$ cat config.mk
export PLATFORM = sky130hd
export DESIGN_NAME = alu_serial
export DESIGN_NICKNAME = d
export VERILOG_FILES = /design/src/rtl/alu_serial.sv
export SDC_FILE = /design/constraint.sdc
export NUM_CORES = 1
export LEC_CHECK = 0
export ABC_CLOCK_PERIOD_IN_PS = 2000
export BUFFER_PORTS_ARGS = -buffer_cell sky130_fd_sc_hd__buf_2
export CORE_UTILIZATION = 55
export CTS_CLUSTER_SIZE = 16
export DETAILED_ROUTE_END_ITERATION = 10
export PLACE_DENSITY = 0.8
export SETUP_SLACK_MARGIN = 0.2
export SLEW_MARGIN = 20
export SYNTH_ARGS = -nofsm -noshare
export SYNTH_HDL_FRONTEND = slang
export SYNTH_SLANG_ARGS = --single-unit
$ cat constraint.sdc
create_clock -name clk -period 2 [get_ports clk]
set_input_delay 0.1 -clock clk [delete_from_list [all_inputs] [get_ports clk]]
set_output_delay 0.1 -clock clk [all_outputs]
set_load 0.005 [all_outputs]
$ cat src/rtl/alu_serial.sv
// Digit-serial ALU: WIDTH-bit operands are processed DIGIT bits per clock, LSB digit first.
// One operation takes STEPS+1 edges from accept to result; the result holds until the next completion.
module alu_serial #(
  parameter int WIDTH = 16,
  parameter int DIGIT = 1,
  localparam int STEPS = WIDTH / DIGIT,
  localparam int CW = (STEPS > 1) ? $clog2(STEPS) : 1
) (
  input  logic             clk,
  input  logic             rst_n,
  input  logic             on,
  input  logic [WIDTH-1:0] ina,
  input  logic [WIDTH-1:0] inb,
  input  logic [2:0]       op,
  output logic [WIDTH:0]   out,
  output logic [CW-1:0]    count,
  output logic             busy,
  output logic             done,
  output logic             zero
);

  localparam logic [2:0] OP_ADD  = 3'b000;
  localparam logic [2:0] OP_SUB  = 3'b001;
  localparam logic [2:0] OP_AND  = 3'b010;
  localparam logic [2:0] OP_OR   = 3'b011;
  localparam logic [2:0] OP_XOR  = 3'b100;
  localparam logic [2:0] OP_NAND = 3'b101;
  localparam logic [2:0] OP_NOR  = 3'b110;

  localparam logic [CW-1:0] LAST_COUNT = CW'(STEPS - 1);

  typedef enum logic {IDLE, RUN} state_t;

  state_t           state_reg, state_next;
  logic             load, step, last;

  logic [WIDTH-1:0] a_reg, b_reg, acc_reg;
  logic [2:0]       op_reg;
  logic             carry_reg;
  logic [CW-1:0]    count_reg;
  logic [WIDTH:0]   out_reg;
  logic             zero_reg;
  logic             done_reg;

  logic             is_sub, is_arith;
  logic [DIGIT:0]   cy;
  logic [DIGIT-1:0] bx;
  logic [DIGIT-1:0] res_digit;
  logic [WIDTH-1:0] acc_next;
  logic             final_msb;

  function automatic logic digit_bit(input logic [2:0] code, input logic a, input logic b,
                                     input logic c);
    case (code)
      OP_ADD:  return a ^ b ^ c;
      OP_SUB:  return a ^ ~b ^ c;
      OP_AND:  return a & b;
      OP_OR:   return a | b;
      OP_XOR:  return a ^ b;
      OP_NAND: return ~(a & b);
      OP_NOR:  return ~(a | b);
      default: return ~(a ^ b);
    endcase
  endfunction

  // FSM: state register
  always_ff @(posedge clk or negedge rst_n) begin
    if (!rst_n) state_reg <= IDLE;
    else        state_reg <= state_next;
  end

  // FSM: next state
  always_comb begin
    state_next = state_reg;
    case (state_reg)
      IDLE:    if (on) state_next = RUN;
      RUN:     if (count_reg == LAST_COUNT) state_next = IDLE;
      default: state_next = IDLE;
    endcase
  end

  // FSM: control strobes
  always_comb begin
    load = 1'b0;
    step = 1'b0;
    last = 1'b0;
    case (state_reg)
      IDLE: load = on;
      RUN: begin
        step = 1'b1;
        last = (count_reg == LAST_COUNT);
      end
      default: ;
    endcase
  end

  assign is_sub   = (op_reg == OP_SUB);
  assign is_arith = (op_reg[2:1] == 2'b00);
  assign cy[0]    = carry_reg;

  // One ripple-carry slice per digit bit; ~B for subtract.
  generate
    for (genvar gi = 0; gi < DIGIT; gi++) begin : g_bit
      assign bx[gi]        = b_reg[gi] ^ is_sub;
      assign cy[gi+1]      = (a_reg[gi] & bx[gi]) | (cy[gi] & (a_reg[gi] ^ bx[gi]));
      assign res_digit[gi] = digit_bit(op_reg, a_reg[gi], b_reg[gi], cy[gi]);
    end

    if (STEPS > 1) begin : g_acc_shift
      assign acc_next = {res_digit, acc_reg[WIDTH-1:DIGIT]};
    end else begin : g_acc_single
      assign acc_next = res_digit;
    end
  endgenerate

  // Subtract reports borrow, which is the inverted carry-out.
  assign final_msb = is_arith ? (cy[DIGIT] ^ is_sub) : 1'b0;

  always_ff @(posedge clk or negedge rst_n) begin
    if (!rst_n) begin
      a_reg     <= '0;
      b_reg     <= '0;
      acc_reg   <= '0;
      op_reg    <= '0;
      carry_reg <= 1'b0;
      count_reg <= '0;
      out_reg   <= '0;
      zero_reg  <= 1'b0;
      done_reg  <= 1'b0;
    end else begin
      done_reg <= 1'b0;
      if (load) begin
        a_reg     <= ina;
        b_reg     <= inb;
        op_reg    <= op;
        acc_reg   <= '0;
        carry_reg <= (op == OP_SUB);
        count_reg <= '0;
      end else if (step) begin
        a_reg     <= a_reg >> DIGIT;
        b_reg     <= b_reg >> DIGIT;
        acc_reg   <= acc_next;
        carry_reg <= cy[DIGIT];
        count_reg <= last ? '0 : count_reg + CW'(1);
        if (last) begin
          out_reg  <= {final_msb, acc_next};
          zero_reg <= (acc_next == '0);
          done_reg <= 1'b1;
        end
      end
    end
  end

  assign out   = out_reg;
  assign count = count_reg;
  assign busy  = (state_reg == RUN);
  assign done  = done_reg;
  assign zero  = zero_reg;

endmodule

* Yosys cells after proc, flatten, opt, wreduce, memory -nomap -nowiden *
Cells that the tools add are included.

word-level totals
  flip-flop bits (word level) = 76
  logic and storage cells = 64
  output and inout bits = 24

cells by class
  add/sub/neg operators = 1
  bitwise gates (word level) = 18
  equality and inequality tests = 8
  reductions and logical operators = 5
  mux-type cells = 22

operators with widths
  kind                   count
  $mux W16               6
  $logic_not A16 Y1      1
  $mux W4                3
  $mux W1                11
  $eq A3 B3 Y1 const B   3
  $pmux W1 S7            1
  $xor A1 B1 Y1          7
  $eq A3 B1 Y1 const B   2
  $eq A3 B2 Y1 const B   2
  $not A1 Y1             6
  $add A4 B1 Y4 const B  1
  $eq A4 B4 Y1 const B   1
  $and A1 B1 Y1          3
  $logic_not A3 Y1       1
  $reduce_and A3 Y1      1
  $logic_not A2 Y1       1
  $or A1 B1 Y1           2
  $pmux W1 S2            1
  $reduce_bool A2 Y1     1

* Logic depth before layout (Yosys ltp) *
  depth in word-level cells = 7
  gate-level depth with buffers = 8
  gate-level depth less buffers = 7

* Worst setup path after synthesis *
Ideal clock, no wire load.

  kind = flip-flop to flip-flop
  from = reg a_reg[0]
  to = reg acc_reg[15]
  data arrival time = 1.505 ns
  cell stages (with the launch flop) = 7
  data required time = 1.851 ns
  clock period less this slack = 1.654 ns
  path slack = 0.346 ns
  library setup time = 0.149 ns
  path through = dfrtp_1 > inv_1 > ha_1 > mux2_4 > a221o_1 > a2bb2oi_2 > a41oi_1

on the way
  cells in the longest elaborated chain, start to end = 5
  elaborated cells on any way between the ends = 12
  classes of those cells = 3 x mux; 9 x bitwise

RTL lines
  item                                                 line  source
  start, declared                                      37    logic [WIDTH-1:0] a_reg, b_reg, acc_reg;
  start signal, assigned                               133   a_reg <= ina;
  start signal, assigned                               140   a_reg <= a_reg >> DIGIT;
  $xor A1 B1 Y1 (tied with other cells) (2 in series)  56    OP_SUB: return a ^ ~b ^ c;
  $pmux W1 S7 (*)                                      54    case (code)
  $mux W16 (*)                                         139   end else if (step) begin
  $mux W16 (*)                                         132   if (load) begin
  end signal, assigned                                 142   acc_reg <= acc_next;
  end, declared                                        37

Mark *: on every way between the ends. The rest lies on a longest branch, timed or not. The select of a mux whose other input is x is not followed.
A chain may end at the register's enable or synchronous reset.

* Worst setup path in the final report *
  from = reg a_reg[0]
  to = reg out_reg[15] (netlist: out[15])

on the way
  cells in the longest elaborated chain, start to end = 3
  elaborated cells on any way between the ends = 10
  classes of those cells = 1 x mux; 9 x bitwise

RTL lines
  item                                                 line  source
  $xor A1 B1 Y1 (tied with other cells) (2 in series)  56
  $pmux W1 S7 (*)                                      54
  end signal, assigned                                 146   out_reg <= {final_msb, acc_next};
  end, declared                                        41    logic [WIDTH:0] out_reg;

Mark *: on every way between the ends. The rest lies on a longest branch, timed or not.

==> summary.md <==
| Metric | Value |
|---|---|
| Run status | `finished, final reports clean` |
| Endpoint required time on the critical path | `2.20 ns` |
| Yosys warnings | `0` |
| Crit path launch type | `flop` |
| Buffer cell driving the clock tree root | `sky130_fd_sc_hd__clkbuf_8` |
| Worst slew margin relative to its limit | `0.669` |
| Worst reg2reg path endpoint | `out[15]$_DFFE_PN0P_` |
| Gr usage total | `0.238` |
| Power density over cell area | `around 1300 mW/mm²` |
| Starting Density | `0.573` |
| Leakage power | `0.00204 µW` |
| Worst slack, placed | `0.245 ns` |
| Worst-case hold path end point | `a_reg[15]$_DFFE_PN0P_` |
| DP Wirelength | `4610 µm` |
| Transition time at the pin with the least slew margin | `0.497 ns` |
| DRC Markers | `0` |
| DP Area | `0.00377 mm²` |
| Clock latency on the worst-skew pair | `0.35 ns` |
| Pin count of the biggest net entering global routing | `48` |
| RSZ-0062 raised after global routing | `yes` |
| Layout Skew | `0.00818 ns` |
| Post-Syn Area per Cell | `9.92 µm²` |
| Global-route wire length before repair | `approximately 12000 µm` |
| Synthesized area | `between 0.003 and 0.004 mm²` |
| Total Wirelength | `about 6800 µm` |
| Synthesis-to-layout area growth | `19.7%` |
| Start-to-end type of the worst setup path | `flop to flop` |
| Period Utilization, post-route | `0.876` |
| Number of H-tree branching levels | `3` |
| Post-route core utilization | `0.686` |
| Number of antenna cells inserted | `0` |
| Die height | `80.5 µm` |
| Share of post-route cells with drive strength above 1 | `0.253` |
| Setup slack of the most critical reg-to-reg path | `0.25 ns` |
| Floorplan core area | `0.00592 mm²` |
| Count of antenna-violating nets left after detailed routing | `0` |
| Number of standard cells after synthesis | `~340` |
| Total die area | `0.00649 mm²` |
| Count of pins over their slew limit | `0` |
| Count of port buffers added during placement | `61` |
| Min-delay src | `ina[15]` |
| Class of the tightest hold or removal check | `primary input to flop` |
| Max-capacitance violation count | `0` |
| Maximum clock insertion buffer count | `2` |
| Arr. time, crit path | `a little under 2 ns` |
| Horizontal extent of the die | `80.5 µm` |
| Via-per-instance ratio | `5.31` |
| Num ports | `slightly above 60` |
| Sort of element at the end of the critical path | `flop` |
| Shortest clock period the worst path allows after layout | `1.75 ns` |
| Largest register FFs | `17` |
| Top fanout value on the critical path | `4` |
| Number of global-route vias before repair | `2594` |
| Via count of the routed design | `2600` |
| Count of nets after finishing | `452` |
| Worst voltage drop across the vdd grid | `around 0.00075 V` |
| Hold Crit Depth | `3` |
| Number of placement rows | `28` |
| Congestion Overflow GR | `0` |
| Fill count | `485` |
| Routability congestion estimate | `0.824` |
| Reg-to-Reg Start | `a_reg[0]$_DFFE_PN0P_` |
| Clock transition at the registers of the reported paths | `0.08 ns` |
| Reg2reg path depth | `5` |
| Peak clock frequency supported by timing | `571 MHz` |
| Number of sinks driven by the clock tree | `75` |
| Wire length per cell | `13.9 µm` |
| Setup TNS Final | `0 ns` |
| Final Hold Viols | `0` |
| Number of antenna violations at the first check in global routing | `0` |
| DR pass1 iterations | `4` |
| CTS buffer count | `9` |
| Worst Slack Setup Final | `0.247 ns` |
| Number of design-rule violations left by the first detailed-router iteration | `roughly 150` |
| Setup-violating endpoint count in the final report | `0` |
| Storage element area | `0.00188 mm²` |
| Sequential share of the synthesized area | `0.553` |
| Highest-count cells in the layout ignoring fill and taps | `sky130_fd_sc_hd__nand2_1, sky130_fd_sc_hd__dfrtp_1, sky130_fd_sc_hd__buf_2` |
| Number of synthesized register bits | `75` |
| Syn nets | `384` |
| Multi-input gate area in the final layout | `approximately 0.0014 mm²` |
| Most common cell after layout, fill and taps aside | `sky130_fd_sc_hd__nand2_1` |
| Synth unique cells | `35` |
| Post-route cell area | `0.00406 mm²` |
| TritonCTS clock tree | `built` |
-- cells by family (layout without fill, tap and decap cells) --
| kind of cell | count (synthesis) | count (layout) | share of synthesized area |
|---|---|---|---|
| simple gates | 133 | 133 | 0.169 |
| buf+inv | 25 | 98 | 0.0325 |
| mux | 37 | 37 | 0.112 |
| xor+xnor | 3 | 3 | 0.00775 |
| fa+ha+maj | 4 | 4 | 0.0148 |
| compound gates | 65 | 65 | 0.111 |
| flops | 75 | 75 | 0.553 |
-- per-stage QoR --
step / hold WS (ns) / power (µW) / std cells
3_3_place_gp: 0.0984 / 4130 / 466
4_1_cts: 0.00498 / 5310 / 487
5_1_grt: 0.0502 / 5890 / 490
6_report: 0.0146 / 5440 / 490
2_1_floorplan: -0.196 / 3690 / 342
3_5_place_dp: 0.100 / 4240 / 466
-- metal layers --
| layer | GRT usage | share of wire |
|---|---|---|
| met1 | 0.303 | 0.46 |
| met2 | 0.385 | 0.48 |
| met4 | 0.0732 | 0.013 |
| met3 | 0.0761 | 0.047 |
| met5 | 0 | 0 |
-- synthesized netlist by cell type --
library cell | instances | area (µm²)
sky130_fd_sc_hd__and2b_2 | 1 | 8.76
sky130_fd_sc_hd__nand3_1 | 1 | 5.00
sky130_fd_sc_hd__mux2i_1 | 33 | 330
sky130_fd_sc_hd__a211oi_1 | 1 | 7.51
sky130_fd_sc_hd__nor2b_1 | 2 | 12.5
sky130_fd_sc_hd__dfrtp_1 | 75 | 1880
sky130_fd_sc_hd__xor2_1 | 1 | 8.76
sky130_fd_sc_hd__buf_6 | 1 | 11.3
sky130_fd_sc_hd__o21ai_0 | 48 | 240
sky130_fd_sc_hd__nor3_1 | 2 | 10.0
sky130_fd_sc_hd__a2bb2oi_2 | 1 | 15.0
sky130_fd_sc_hd__buf_2 | 7 | 35.0
sky130_fd_sc_hd__mux2_4 | 1 | 15.0
sky130_fd_sc_hd__nand4b_1 | 1 | 8.76
sky130_fd_sc_hd__ha_1 | 4 | 50.1
sky130_fd_sc_hd__nor2_1 | 8 | 30.0
sky130_fd_sc_hd__a21boi_0 | 1 | 7.51
sky130_fd_sc_hd__a221o_1 | 1 | 10.0
sky130_fd_sc_hd__nand2_1 | 97 | 364
sky130_fd_sc_hd__nand4_1 | 3 | 18.8
sky130_fd_sc_hd__a41oi_1 | 2 | 17.5
sky130_fd_sc_hd__a211oi_2 | 1 | 12.5
sky130_fd_sc_hd__mux2_2 | 3 | 33.8
sky130_fd_sc_hd__clkbuf_1 | 13 | 48.8
sky130_fd_sc_hd__nor4_1 | 3 | 18.8
sky130_fd_sc_hd__a22o_1 | 3 | 26.3
sky130_fd_sc_hd__o21ai_1 | 2 | 10.0
sky130_fd_sc_hd__a21o_1 | 1 | 7.51
sky130_fd_sc_hd__a31oi_1 | 1 | 6.26
sky130_fd_sc_hd__or3b_1 | 1 | 8.76
sky130_fd_sc_hd__a21oi_1 | 3 | 15.0
sky130_fd_sc_hd__xnor2_1 | 2 | 17.5
sky130_fd_sc_hd__inv_1 | 4 | 15.0
sky130_fd_sc_hd__or2b_1 | 1 | 7.51
sky130_fd_sc_hd__nand2b_1 | 13 | 81.3
-- power breakdown --
part / total (µW) / internal (µW) / leakage, µW / switching, µW
sequential: 2610 / 2110 / 0.000964 / 503
combinational: 1770 / 901 / 0.000986 / 872
clock: 1060 / 482 / 0.0000885 / 576
total: 5440 / 3490 / 0.00204 / 1950
-- cell type report --
type | instances | share of cell area
clock buffers | 10 | 0.0339
clock inverters | 6 | 0.00955
inverters | 4 | 0.00370
multi-input cells | 242 | 0.356
flip-flops and latches | 75 | 0.463
well taps | 75 | 0.0231
repair buffers | 78 | 0.110
-- critical path: stages, from the launching register on --
cell and delay (ns):
sky130_fd_sc_hd__dfrtp_1 0.43, sky130_fd_sc_hd__ha_2 0.21, sky130_fd_sc_hd__mux2_4 0.26, sky130_fd_sc_hd__a221o_1 0.39
sky130_fd_sc_hd__a2bb2oi_4 0.20, sky130_fd_sc_hd__a41oi_2 0.12
-- timing repair --
action / 4_1_cts / 5_1_grt
setup endpoints to repair: 0 / 3
gates resized for setup: 0 / 9
hold endpoints to repair: 40 / 0
hold buffers: 5 / 0
setup buffers: 0 / 3
-- how the worst max path moves through the flow --
stage	end	startpoint	cells past startpoint	slack, ns
after floorplan	acc_reg[15]$_DFFE_PN0P_	a_reg[0]$_DFFE_PN0P_	6	0.35
final	out[15]$_DFFE_PN0P_	a_reg[0]$_DFFE_PN0P_	5	0.25
after global placement	out[15]$_DFFE_PN0P_	a_reg[0]$_DFFE_PN0P_	6	0.28
after global routing	out[15]$_DFFE_PN0P_	a_reg[0]$_DFFE_PN0P_	5	0.19
after CTS	out[15]$_DFFE_PN0P_	a_reg[0]$_DFFE_PN0P_	6	0.22
after detailed placement	out[15]$_DFFE_PN0P_	a_reg[0]$_DFFE_PN0P_	6	0.24
(Power assumes the default switching activity.)
